**src/rtl/issue_scheduler.sv**
```systemverilog
// Issue scheduler: holds back RAW-dependent words with a per-register
// countdown scoreboard and pads a fixed bubble shadow after branches.
module issue_scheduler #(
  parameter int unsigned WB_LAT     = 4,
  parameter int unsigned BR_BUBBLES = 3
) (
  input  logic        clock,
  input  logic        start,
  input  logic        in_valid,
  input  logic [31:0] in_instr,
  output logic        in_ready,
  output logic [31:0] issue_instr,
  output logic        issue_valid,
  output logic [15:0] stall_cnt
);

  localparam logic [2:0] LAT = 3'(WB_LAT);
  localparam logic [2:0] BRB = 3'(BR_BUBBLES);

  typedef enum logic {
    S_ISSUE,
    S_SHADOW
  } state_t;

  state_t state;
  state_t state_nx;

  logic [31:0][2:0] pend;
  logic [2:0]       sh_cnt;

  logic [5:0] op;
  logic [5:0] funct;
  logic [4:0] rs;
  logic [4:0] rt;
  logic [4:0] rd;
  logic       is_shift;

  logic       use_rs;
  logic       use_rt;
  logic       wr_en;
  logic       is_br;
  logic [4:0] dst;
  logic       hazard;
  logic       accept;

  assign op    = in_instr[31:26];
  assign rs    = in_instr[25:21];
  assign rt    = in_instr[20:16];
  assign rd    = in_instr[15:11];
  assign funct = in_instr[5:0];

  assign is_shift = (op == 6'b000000) &&
                    ((funct == 6'b000000) ||
                     (funct == 6'b000010) ||
                     (funct == 6'b000011));

  always_comb begin
    use_rs = 1'b0;
    use_rt = 1'b0;
    wr_en  = 1'b0;
    is_br  = 1'b0;
    dst    = 5'd0;
    unique case (1'b1)
      is_shift: begin
        use_rt = 1'b1;
        wr_en  = 1'b1;
        dst    = rd;
      end
      (op == 6'b000000) && !is_shift: begin
        use_rs = 1'b1;
        use_rt = 1'b1;
        wr_en  = 1'b1;
        dst    = rd;
      end
      (op == 6'b100011),
      (op == 6'b001000),
      (op == 6'b001001),
      (op == 6'b001100),
      (op == 6'b001101): begin
        use_rs = 1'b1;
        wr_en  = 1'b1;
        dst    = rt;
      end
      (op == 6'b101011): begin
        use_rs = 1'b1;
        use_rt = 1'b1;
      end
      (op == 6'b000100),
      (op == 6'b000101): begin
        use_rs = 1'b1;
        use_rt = 1'b1;
        is_br  = 1'b1;
      end
      (op == 6'b000010): begin
        is_br = 1'b1;
      end
      default: ;
    endcase
  end

  // pend[0] stays zero, so gr0 never raises a hazard
  assign hazard = (use_rs && (rs != 5'd0) && (pend[rs] != 3'd0)) ||
                  (use_rt && (rt != 5'd0) && (pend[rt] != 3'd0));

  always_ff @(posedge clock or negedge start) begin
    if (!start) state <= S_ISSUE;
    else        state <= state_nx;
  end

  always_comb begin
    state_nx = state;
    unique case (state)
      S_ISSUE: begin
        if (accept && is_br && (BRB != 3'd0))
          state_nx = S_SHADOW;
      end
      S_SHADOW: begin
        if (sh_cnt <= 3'd1)
          state_nx = S_ISSUE;
      end
      default: state_nx = S_ISSUE;
    endcase
  end

  always_comb begin
    in_ready = (state == S_ISSUE) && !hazard;
    accept   = in_valid && in_ready;
  end

  always_ff @(posedge clock or negedge start) begin
    if (!start) begin
      sh_cnt <= 3'd0;
    end else if (state == S_ISSUE) begin
      if (accept && is_br) sh_cnt <= BRB;
    end else if (sh_cnt != 3'd0) begin
      sh_cnt <= sh_cnt - 3'd1;
    end
  end

  // a fresh load beats the per-cycle decrement
  always_ff @(posedge clock or negedge start) begin
    if (!start) begin
      pend <= '0;
    end else begin
      for (int r = 1; r < 32; r++) begin
        if (accept && wr_en && (dst == 5'(r)))
          pend[r] <= LAT;
        else if (pend[r] != 3'd0)
          pend[r] <= pend[r] - 3'd1;
      end
    end
  end

  always_ff @(posedge clock or negedge start) begin
    if (!start) begin
      issue_instr <= 32'd0;
      issue_valid <= 1'b0;
    end else begin
      issue_instr <= accept ? in_instr : 32'd0;
      issue_valid <= accept;
    end
  end

  always_ff @(posedge clock or negedge start) begin
    if (!start) begin
      stall_cnt <= 16'd0;
    end else if (in_valid && !in_ready &&
                 (stall_cnt != 16'hFFFF)) begin
      stall_cnt <= stall_cnt + 16'd1;
    end
  end

endmodule

```
**config.mk**
```make
export PLATFORM = sky130hd
export DESIGN_NAME = issue_scheduler
export DESIGN_NICKNAME = d
export VERILOG_FILES = /design/src/rtl/issue_scheduler.sv
export SDC_FILE = /design/constraint.sdc
export NUM_CORES = 1
export LEC_CHECK = 0
export ABC_AREA = 1
export CORE_UTILIZATION = 60
export DETAILED_ROUTE_END_ITERATION = 10
export PLACE_DENSITY = 0.8
export SYNTH_ARGS = -nofsm -noshare
export SYNTH_HDL_FRONTEND = slang
export SYNTH_SLANG_ARGS = --single-unit
```
**constraint.sdc**
```tcl
create_clock -name clock -period 3.1 [get_ports clock]
set_input_delay 0.465 -clock clock [delete_from_list [all_inputs] [get_ports clock]]
set_output_delay 0.465 -clock clock [all_outputs]
set_load 0.01 [all_outputs]
```
### After elaboration in Yosys (flattened, before gate mapping)

Index checks and enable logic that the tools add are counted.

| cells by class | value |
|---|---|
| $add $sub $neg | 33 |
| magnitude comparators | 3 |
| eq/ne operators | 44 |
| multiplexer cells | 78 |
| bitwise operators | 1 |
| reductions and logical operators | 126 |

Operator list:

| kind | number |
|---|---|
| $mux W3 | 67 |
| $reduce_bool A3 Y1 | 34 |
| $sub A3 B1 Y3 const B | 32 |
| $eq A5 B5 Y1 const B | 16 |
| $reduce_bool A2 Y1 | 32 |
| $logic_and A1 B1 Y1 | 43 |
| $eq A5 B4 Y1 const B | 8 |
| $mux W32 | 1 |
| $bmux W3 S5 | 2 |
| $eq A6 B4 Y1 const B | 4 |
| $eq A5 B3 Y1 const B | 4 |
| $eq A6 B2 Y1 const B | 3 |
| $add A16 B1 Y16 const B | 1 |
| $ne A16 B16 Y1 const B | 1 |
| $eq A6 B3 Y1 const B | 2 |
| $eq A6 B6 Y1 const B | 2 |
| $logic_not A6 Y1 | 2 |
| $lt A5 B6 Y1 const B | 2 |
| $eq A5 B2 Y1 const B | 2 |
| $pmux W5 S2 | 1 |
| $reduce_bool A5 Y1 | 2 |
| $reduce_or A5 Y1 | 2 |
| $reduce_or A9 Y1 | 1 |
| $reduce_or A7 Y1 | 1 |
| 11 further kinds | 20 |

| word-level totals | value |
|---|---|
| bits in registers | 146 |
| input port bits | 35 |
| output and inout port bits | 50 |
| word-level logic and storage cells | 321 |

### Longest topological paths before layout

| depth | value |
|---|---|
| depth after elaboration | 17 |
| mapped depth | 17 |
| mapped depth without buffers | 15 |

### Worst setup path after synthesis

No wires, ideal clock.

| path | value |
|---|---|
| kind | in2out |
| from | input port in_instr[22] |
| to | output port in_ready |
| arrival time | 1.588 ns |
| required time | 2.635 ns |
| setup slack | 1.047 ns |
| stages on the path | 14 |
| path buffers | 2 |
| cell sequence | buf_4 -> inv_1 -> buf_4 -> nand3_1 -> nand2_1 -> nand2_1 -> nand2_1 -> nor2_1 -> nand2_1 -> a21oi_1 -> nor2_1 -> nor2_4 -> nand2_2 -> inv_2 |

| between the ends | value |
|---|---|
| longest elaborated chain between the ends | 7 |
| elaborated cells on any way between the ends | 9 |
| classes of those cells | mux (2); reduce/logical (7) |

Ends and longest elaborated chain:

| item | RTL line | text |
|---|---|---|
| start, declared | 10 | `input logic [31:0] in_instr,` |
| $bmux W3 S5 | 102 | `assign hazard = (use_rs && (rs != 5'd0) && (pend[rs] != 3'd0)) \|\|` |
| $mux W3 (implied by the code) | 102 |  |
| $reduce_bool A3 Y1 | 102 |  |
| $logic_and A1 B1 Y1 * | 102 |  |
| $logic_or A1 B1 Y1 * | 102 |  |
| $logic_not A1 Y1 * | 126 | `in_ready = (state == S_ISSUE) && !hazard;` |
| $logic_and A1 B1 Y1 * | 126 |  |
| end, declared | 11 | `output logic in_ready,` |

Mark *: on every way between the ends. The rest lies on a longest branch, timed or not. The select of a mux whose other input is x is not followed.

### Worst setup path in the final report

| path | value |
|---|---|
| from | input port in_instr[16] |
| to | output port in_ready |

| between the ends | value |
|---|---|
| longest elaborated chain between the ends | 7 |
| elaborated cells on any way between the ends | 9 |
| classes of those cells | mux (2); reduce/logical (7) |

Ends and longest elaborated chain:

| item | RTL line | text |
|---|---|---|
| $bmux W3 S5 | 103 | `(use_rt && (rt != 5'd0) && (pend[rt] != 3'd0));` |
| $mux W3 (implied by the code) | 103 |  |
| $reduce_bool A3 Y1 | 103 |  |
| $logic_and A1 B1 Y1 * | 103 |  |
| $logic_or A1 B1 Y1 * | 102 |  |
| $logic_not A1 Y1 * | 126 |  |
| $logic_and A1 B1 Y1 * | 126 |  |

Marks and branches as above.

==> results.md <==
* Initial Util at 61.72%
* Fillers at 1,106
* Clk root buf: clkbuf_16
* Worst-skew pair later-pin latency at 430 ps
* Post-route insts no fill at 1,517
* DRC viols at 0
* Commonest non-fill, non-tap cell in the layout: nand2_1
* Critical Path Fanout Max at 6
* # diodes at 0
* Input/output buffers at 84
* DR pass1 iterations at 6
* Synthesized area per cell at 7.528 um^2
* Hpwl dp at 17,040 um
* Final Hold Viols at 0
* Skew final at 10.98 ps
* Detailed Route WL at 22,870 um
* Fin crit share at 92.20%
* Final setup viols at 0
* Die height at 124.5 um
* CP endpoint kind: primary output
* Area Growth Syn to Fin at 21.97%
* Reg clk slew, reported paths at 60 ps
* CTS tree: yes
* CORE AREA at 0.01459 mm^2
* Ys Warns at 3
* Yosys reg bits at 146
* Largest net degree at the start of global routing at 71
* Combinational family with the most area after synthesis: simple AND/OR/NAND/NOR gates
* FF+latch area at 0.003654 mm^2
* Setup TNS at 0 ps
* Total CTS buffers at 17
* TritonCTS Sinks at 146
* Synth Area in Compound Gates at 6.656%
* Pre-CTS setup slack at -131.0 ps
* Vias per inst at 5.353
* Syn Std Cell Area at 0.009004 mm^2
* CP Launch Type: input pin
* Final Max Slew Viols at 0
* Top Ports at 85
* Rows at 44
* Status: complete, no violations
* Cells after DPL at 1,485
* Async S/R FF share, synth at 100.0%
* First-pass GRT wire length at 38,420 um
* Post-synthesis mux area share at 0.4447%
* Minimum clock period at 2858 ps
* Wirelength per Cell at 15.08 um
* Top FF cell, synth: dfrtp_1
* Die area at 0.01550 mm^2
* Vias in the first global route at 7,906
* Register area share after synthesis at 40.58%
* Worst slew margin at 62.66%
* RSZ-0062 raised after global routing: false
* Final Total Pwr at 0.009194 W
* Static leakage at 5.516 nW
* Global placement routability congestion at 0.9635
* Most frequent cells in the layout: 240 x nand2_1, 208 x nor2_1, 200 x inv_1
* GRT overflow at 0
* Slew @ Worst Pin at 559.5 ps
* Nets at 1,422
* DRT antenna net count at 0
* CP Data Required Time at 2630 ps
* Antenna violations before repair at 0
* Fraction of the mapped netlist area in simple logic gates at 25.64%
* Kind of critical path: in -> out
* Multi-input gate area at 0.004436 mm^2
* Peak supply drop at 0.5979 mV
* Depth of the CTS H-tree at 4
* Vias at 8,120
* Syn Inst Count at 1,196
* Max Freq at 349.9 MHz
* DR iter-0 viols at 780
* Xor/xnor share of the synthesized area at 7.296%
* Die Wd at 124.5 um
* PwrDens at 837.2 mW/mm^2
* Clk buf depth at 2
* Adder-cell share of the synthesized area at 9.172%
* Class of the worst hold path: in -> async
* Final Worst Setup Slack at 241.8 ps
* Max cap viols at 0
* Mapped Nets at 1,297
* Yosys cell types at 30
* Layout cell share with drive strength beyond 1 at 7.277%
* Number of synthesized flops with an enable pin at 0
* Crit path DAT at 2390 ps
* GRT Total Usage at 31.17%
## cell usage after synthesis (all sizes together), types with 7 or more instances
cell    instances  area share [%]
nor2          212             9.0
nand3          73             4.2
o211ai          7            0.58
xor2           68             6.6
xnor2           7            0.68
nand2         242              10
nand4          23             1.8
inv           204             8.5
o21ai          84             4.7
dfrtp         146              41
ha             66             9.2
buf            27             1.6
a21oi          16            0.89
## area by class of cell
class,count,share of cell area [%]
repair buffers,135,11.81
clock inverters,8,0.9229
flip-flops and latches,146,33.27
inverters,204,6.973
well taps,184,2.096
clock buffers,23,4.535
multi-input cells,817,40.39
## per-layer routing
layer  track usage, %  part of all wire (%)  up-vias
met5                0                     0        -
met4            12.62                   2.9        0
met3            5.670                   7.4       49
met2            51.32                    48      325
met1            40.57                    42     3791
li1                 -                     -     3955
## report_power, final
group | total (W) | leakage [nW] | switching, W | internal (W)
clock | 0.00208 | 0.287 | 0.000795 | 0.00128
combinational | 0.00404 | 3.42 | 0.00242 | 0.00162
sequential | 0.00308 | 1.81 | 0.000433 | 0.00264
total | 0.00919 | 5.52 | 0.00365 | 0.00554
## final timing paths
kind	startpoint	endpoint	slack, ps	cells after the start
setup / recovery	in_instr[16]	in_ready	240	15
hold / removal	start	issue_instr[0]$_DFF_PN0_	490	2
setup reg to reg	pend[35]$_DFFE_PN0P_	pend[88]$_DFFE_PN0P_	850	14
hold reg to reg	sh_cnt[1]$_DFFE_PN0P_	sh_cnt[1]$_DFFE_PN0P_	500	2
max in group asynchronous	start	stall_cnt[4]$_DFFE_PN0P_	1770	3
min in group clock	sh_cnt[1]$_DFFE_PN0P_	sh_cnt[1]$_DFFE_PN0P_	500	2
## worst max-delay path, cell delays in order
cell             delay [ps]
clkdlybuf4s50_1         400
buf_4                   170
buf_4                   160
nor2_2                  250
nand2_1                  90
nand4_1                 100
nor2_1                   40
nor2_1                  120
nand2_1                  70
nand2_1                  70
nand2_1                  60
nand3_2                  70
nand2_2                  90
inv_2                    70
clkbuf_2                150
## flip-flops by register name, indices dropped and copies added (netlist names)
register,flops
pend,93
sh_cnt,3
state,1
stall_cnt,16
issue_instr,32
issue_valid,1
## metrics by stage
stage | area, um^2 | hold WS (ps) | util (%)
global placement | 10370 | 375.7 | 71.10
finish | 10980 | 487.2 | 75.27
detailed placement | 10370 | 377.1 | 71.10
CTS | 10990 | 497.1 | 75.30
global route | 10980 | 516.3 | 75.27
floorplan | 9004 | 169.4 | -
## cell families after synthesis
kind of cell | count (synthesis)
compound gates | 113
fa+ha+maj | 66
simple gates | 559
buf+inv | 233
flops | 146
mux | 4
xor+xnor | 75
## what timing repair did
item | in CTS | in global routing
gates resized for setup | 2 | 2
endpoints found under the setup margin | 1 | 1
endpoints found under the hold margin | 33 | 0
hold buffers | 1 | 0
setup buffers | 0 | 0
Note: power is estimated with default switching activity, not from simulation.
